## src/rtl/hazard_sb.sv

```systemverilog
`default_nettype none
// +--------------------------------------------------------------------------+
// | hazard_sb : 5-stage hazard/stall controller with N-deep forwarding,      |
// |             multi-cycle op scoreboard and pending-flush FSM. Rev 1.0      |
// +--------------------------------------------------------------------------+
module hazard_sb #(
  parameter int RAW      = 5,
  parameter int NFWD     = 2,
  parameter int MAX_PEND = 4,
  parameter int FSW      = $clog2(NFWD + 1),
  parameter int PW       = $clog2(MAX_PEND + 1)
) (
  input  logic               clk,
  input  logic               rst,
  input  logic               i_stall,
  input  logic               d_stall,
  input  logic [RAW-1:0]     rsD,
  input  logic [RAW-1:0]     rtD,
  input  logic [RAW-1:0]     wregD,
  input  logic [RAW-1:0]     rsE,
  input  logic [RAW-1:0]     rtE,
  input  logic [RAW-1:0]     wregE,
  input  logic               memtoregE,
  input  logic               long_issueE,
  input  logic               long_done,
  input  logic [RAW-1:0]     long_wreg,
  input  logic [NFWD*RAW-1:0] fwd_wreg,
  input  logic [NFWD-1:0]    fwd_we,
  input  logic               judgeM,
  input  logic               excM,
  output logic [FSW-1:0]     forwardAE,
  output logic [FSW-1:0]     forwardBE,
  output logic               forwardAD,
  output logic               forwardBD,
  output logic               stallF,
  output logic               stallD,
  output logic               stallE,
  output logic               stallM,
  output logic               stallW,
  output logic               flushD,
  output logic               flushE,
  output logic               flushM,
  output logic               flushW,
  output logic               all_stall,
  output logic               long_kill,
  output logic [PW-1:0]      pend_cnt
);

  localparam logic [PW-1:0] c_max_pend = PW'(MAX_PEND);

  typedef enum logic [1:0] {IDLE = 2'd0, BR_PEND = 2'd1, EX_PEND = 2'd2} state_t;

  state_t                 state_q, state_d;
  logic [2**RAW-1:0]      sb_q, sb_d;
  logic [PW-1:0]          pend_cnt_q, pend_cnt_d;

  logic load_use, sb_hit, fullE, hz, br_req, exc_req, ok, accept, done_ok;

  // Scan from the farthest stage down so the nearest (youngest) producer wins.
  always_comb begin
    forwardAE = '0;
    forwardBE = '0;
    for (int k = NFWD; k >= 1; k--) begin
      if (fwd_we[k-1] && fwd_wreg[k*RAW-1 -: RAW] == rsE && rsE != '0)
        forwardAE = FSW'(k);
      if (fwd_we[k-1] && fwd_wreg[k*RAW-1 -: RAW] == rtE && rtE != '0)
        forwardBE = FSW'(k);
    end
  end

  assign forwardAD = fwd_we[0] && fwd_wreg[RAW-1:0] == rsD && rsD != '0;
  assign forwardBD = fwd_we[0] && fwd_wreg[RAW-1:0] == rtD && rtD != '0;

  assign all_stall = i_stall | d_stall;
  assign ok        = ~all_stall;
  assign load_use  = memtoregE && wregE != '0 && (wregE == rsD || wregE == rtD);
  assign sb_hit    = sb_q[rsD] | sb_q[rtD] | sb_q[wregD];
  assign fullE     = long_issueE && pend_cnt_q == c_max_pend;
  assign hz        = load_use | sb_hit | fullE;

  assign br_req  = judgeM | (state_q == BR_PEND);
  assign exc_req = excM | (state_q == EX_PEND);

  assign stallF = (all_stall | hz) & ~exc_req;
  assign stallD = all_stall | hz;
  assign stallE = all_stall | fullE;
  assign stallM = all_stall;
  assign stallW = all_stall;
  assign flushD = (br_req | exc_req) & ok;
  assign flushE = (br_req | exc_req | (hz & ~fullE)) & ok;
  assign flushM = (exc_req | fullE) & ok;
  assign flushW = exc_req & ok;

  assign long_kill = exc_req & ok;
  assign accept    = long_issueE & ~stallE & ~exc_req;
  assign done_ok   = long_done && pend_cnt_q != '0;
  assign pend_cnt  = pend_cnt_q;

  // Clear before set so a same-register set/clear pair leaves the bit set.
  always_comb begin
    sb_d       = sb_q;
    pend_cnt_d = pend_cnt_q;
    if (long_kill) begin
      sb_d       = '0;
      pend_cnt_d = '0;
    end else begin
      if (done_ok)
        sb_d[long_wreg] = 1'b0;
      if (accept && wregE != '0)
        sb_d[wregE] = 1'b1;
      if (accept && !done_ok)
        pend_cnt_d = pend_cnt_q + 1'b1;
      else if (!accept && done_ok)
        pend_cnt_d = pend_cnt_q - 1'b1;
    end
  end

  always_comb begin
    state_d = state_q;
    case (state_q)
      IDLE: begin
        if (excM && all_stall)
          state_d = EX_PEND;
        else if (judgeM && all_stall)
          state_d = BR_PEND;
      end
      BR_PEND: begin
        if (excM)
          state_d = EX_PEND;
        else if (!all_stall)
          state_d = IDLE;
      end
      EX_PEND: begin
        if (!all_stall)
          state_d = IDLE;
      end
      default: state_d = IDLE;
    endcase
  end

  always_ff @(posedge clk or posedge rst) begin
    if (rst) begin
      state_q    <= IDLE;
      sb_q       <= '0;
      pend_cnt_q <= '0;
    end else begin
      state_q    <= state_d;
      sb_q       <= sb_d;
      pend_cnt_q <= pend_cnt_d;
    end
  end

endmodule
`default_nettype wire

```

## config.mk

```make
export PLATFORM = sky130hd
export DESIGN_NAME = hazard_sb
export DESIGN_NICKNAME = d
export VERILOG_FILES = /design/src/rtl/hazard_sb.sv
export SDC_FILE = /design/constraint.sdc
export NUM_CORES = 1
export LEC_CHECK = 0
export ABC_CLOCK_PERIOD_IN_PS = 2800
export CORE_MARGIN = 1
export CORE_UTILIZATION = 52
export CTS_CLUSTER_SIZE = 12
export DETAILED_ROUTE_END_ITERATION = 8
export PLACE_DENSITY = 0.81
export SETUP_SLACK_MARGIN = 0.1
export SYNTH_ARGS = -nofsm -noshare
export SYNTH_HDL_FRONTEND = slang
export SYNTH_SLANG_ARGS = --single-unit
```

## constraint.sdc

```tcl
create_clock -name clk -period 2.8 [get_ports clk]
set_clock_uncertainty 0.2 [all_clocks]
set_input_delay 0.56 -clock clk [delete_from_list [all_inputs] [get_ports clk]]
set_output_delay 0.56 -clock clk [all_outputs]
set_load 0.005 [all_outputs]
```

==> results.toml <==
[run_status]
outcome = "complete, but fails checks"
violations = "setup timing"

[synth]
ys_ff_latch = 37
syn_nets = 456
synth_fa_ha_area_frac = 0.00590
synth_ff_type = "dfrtp_1"
async_flop_share = 1.00
synth.area.mux_share = 0.156
yosys.area_share.simple = 0.242
synth_compound_area_frac = 0.165
synth_edf_count = 0
synth_warnings = 0
synth_cell_types = 52
avgSynthCellArea_um2 = 8.50
yosysSeqAreaShare = 0.273
synthCells = 399
synth_xor_xnor_area_share = 0.103
synth_area_um2 = 3390
synth_top_family_by_area = "simple AND/OR/NAND/NOR gates"

[die]
fp-row-count = 29
core-area_um2 = 6310
die_y_um = 82.8
dieArea_um2 = 6850
io_pins = 76
start_util = 0.537
die_w_um = 82.8

[placed_design]
dp_hpwl_mm = 9.06
place_congestion = 0.925
port_buffers = 75
dpl_cell_area_um2 = 4730
post-place-cells = 606
post-place-ws_ns = -1.15

[detailed_routing]
wirelength_mm = 13.8
drtIter0Drc = 529
drc = 0
vias = 4123
postRouteAntennaNets = 0
wire_per_inst_um = 22.0
routed_via_density = 6.57
firstDrtPassIters = 8

[grt]
antenna_found_initial = 1
grt_pass1_vias = 3932
grt_pass1_wl_mm = 19.7
grt-ovfl-total = 0
grt_max_degree = 38
grtUsageTotal = 0.395

[critical_path]
crit_chain = "buf_6, buf_6, mux4_2, nand2b_4, nand4b_1, nand4_1, nor4_4, buf_4, buf_6, a21boi_2, buf_2"
path_common_cell = "buf_6"
crit_type = "in2out"
crit_required_ns = 2.04
regToRegEndpoint = "pend_cnt[2]"
critPathTopFamily = "simple AND/OR/NAND/NOR gates"
crit_path_max_fanout = 4
startpoint_type = "primary input"
path_buf_inv = 5
max_stage_delay_ns = 0.51
cpMaxStageDelayCell = "mux4_2"
reg2reg_slack_ns = 0.52
reg2regPathDepth = 9
cp-end-kind = "output port"
r2r-start = "pend_cnt[0]"
cp_data_arrival_time_ns = 2.55

[clocking]
cts_root_buf = "clkbuf_8"
clock_latency_ns = 0.29
cts-htree-levels = 2
cts_buffers = 5
cts_tree = "done"
cts_buffer_depth = 2
cts_hold_buffers = 0
cts_sinks = 37
clk_pin_slew_ns = 0.07

[timing]
maxSlewViolCount = 0
tightest_slew_ns = 0.461
setup_viol = 3
timing.final.hold_violations = 0
rsz0062_at_grt = "true"
period_minus_slack_ns = 3.31
relSlewSlack = 0.693
worst_slack_ns = -0.510
fin_crit_sh = 1.18
max_freq_mhz = 302
fin_tns_setup_ns = -1.45

[power]
p_total_mw = 1.66
cellPowerDensity_nw_per_um2 = 327
peakVddDrop_mv = 0.503
power_leakage_nw = 2.25

[cells_and_area]
final_cell_mix = "buf_4 (85), nand2_1 (48), a21oi_1 (40)"
finalInstanceArea_um2 = 5080
drive_above_1_share = 0.311
final_cells = 628
final_common_cell = "buf_4"
syn_to_final_growth_pct = 49.7
final_net_count = 606

[min_path]
worst_hold_startpoint = "state_q[1]"
holdPathStages = 1
min_path_type = "reg2reg"
whs_endpoint = "state_q[0]"

[run]
drv_cap = 0
## layout make-up
cell class	count	area, um2
inverters	7	26.3
clock inverters	3	17.5
flip-flops and latches	37	926
well taps	77	96.3
clock buffers	5	68.8
repair buffers	171	1500
multi-input cells	327	2430
fillers	406	1240
diodes	1	2.50
## cell usage after synthesis (all sizes together) (3+ instances only)
cell type,number,area [um2]
dfrtp,37,926
o21ai,32,160
nor4,8,62.6
nor2b,7,43.8
mux4,8,188
buf,15,101
nand4b,3,26.3
nand3,16,90.1
nor2,21,86.3
nand2,49,184
inv,7,26.3
a21oi,41,216
nor3b,5,47.5
nand2b,7,43.8
mux2i,34,340
xnor2,23,201
a22oi,10,75.1
nor3,10,55.1
xor2,17,149
nand4,8,56.3
clkbuf,13,58.8
a211oi,4,30.0
## routing by layer
layer / vias to the layer above / global-route usage / routed length (um)
li1: 1730 / - / -
met1: 1939 / 0.454 / 5020
met4: 2 / 0.221 / 923
met3: 102 / 0.0934 / 1510
met2: 350 / 0.673 / 6300
met5: - / 0 / 40
## through the flow
| step | util | hold WS, ns |
|---|---|---|
| floorplan | - | 0.307 |
| global placement | 0.749 | 0.330 |
| detailed placement | 0.749 | 0.341 |
| CTS | 0.786 | 0.353 |
| global route | 0.804 | 0.389 |
| finish | 0.804 | 0.353 |
## logic make-up (layout without fill, tap and decap cells)
family,Yosys count,after routing
DFF,37,37
and+or+nand+nor,150,150
other,0,1
AOI/OAI and AO/OA,94,94
buffers and inverters,35,186
adders and majority gates,1,1
muxes,42,42
xor gates and xnor gates,40,40
## where the power goes
| part | internal [mW] | leakage, nW | total [mW] | switching (mW) |
|---|---|---|---|---|
| Sequential | 0.561 | 0.509 | 0.612 | 0.0507 |
| Combinational | 0.345 | 1.70 | 0.684 | 0.339 |
| Clock | 0.172 | 0.0439 | 0.365 | 0.193 |
## registers in the layout (all words and copies together) (netlist names)
register / count
pend_cnt: 3
state_q: 2
sb_q: 32
## how the worst max path moves through the flow
stage / startpoint / end / cells after the start
floorplan: wregD[1] / stallF / 8
global placement: rtD[2] / flushE / 9
detailed placement: rtD[0] / stallD / 10
CTS: sb_q[18] / stallF / 9
global route: rtD[1] / stallF / 11
finish: rtD[1] / stallF / 11
## what timing repair did
action / 4_1_cts / 5_1_grt
endpoints found under the setup margin: 13 / 8
gates cloned: 1 / 0
pin swaps: 21 / 11
resized for setup: 109 / 26
buffers inserted: 7 / 5
Note: power is estimated with default switching activity, not from simulation.
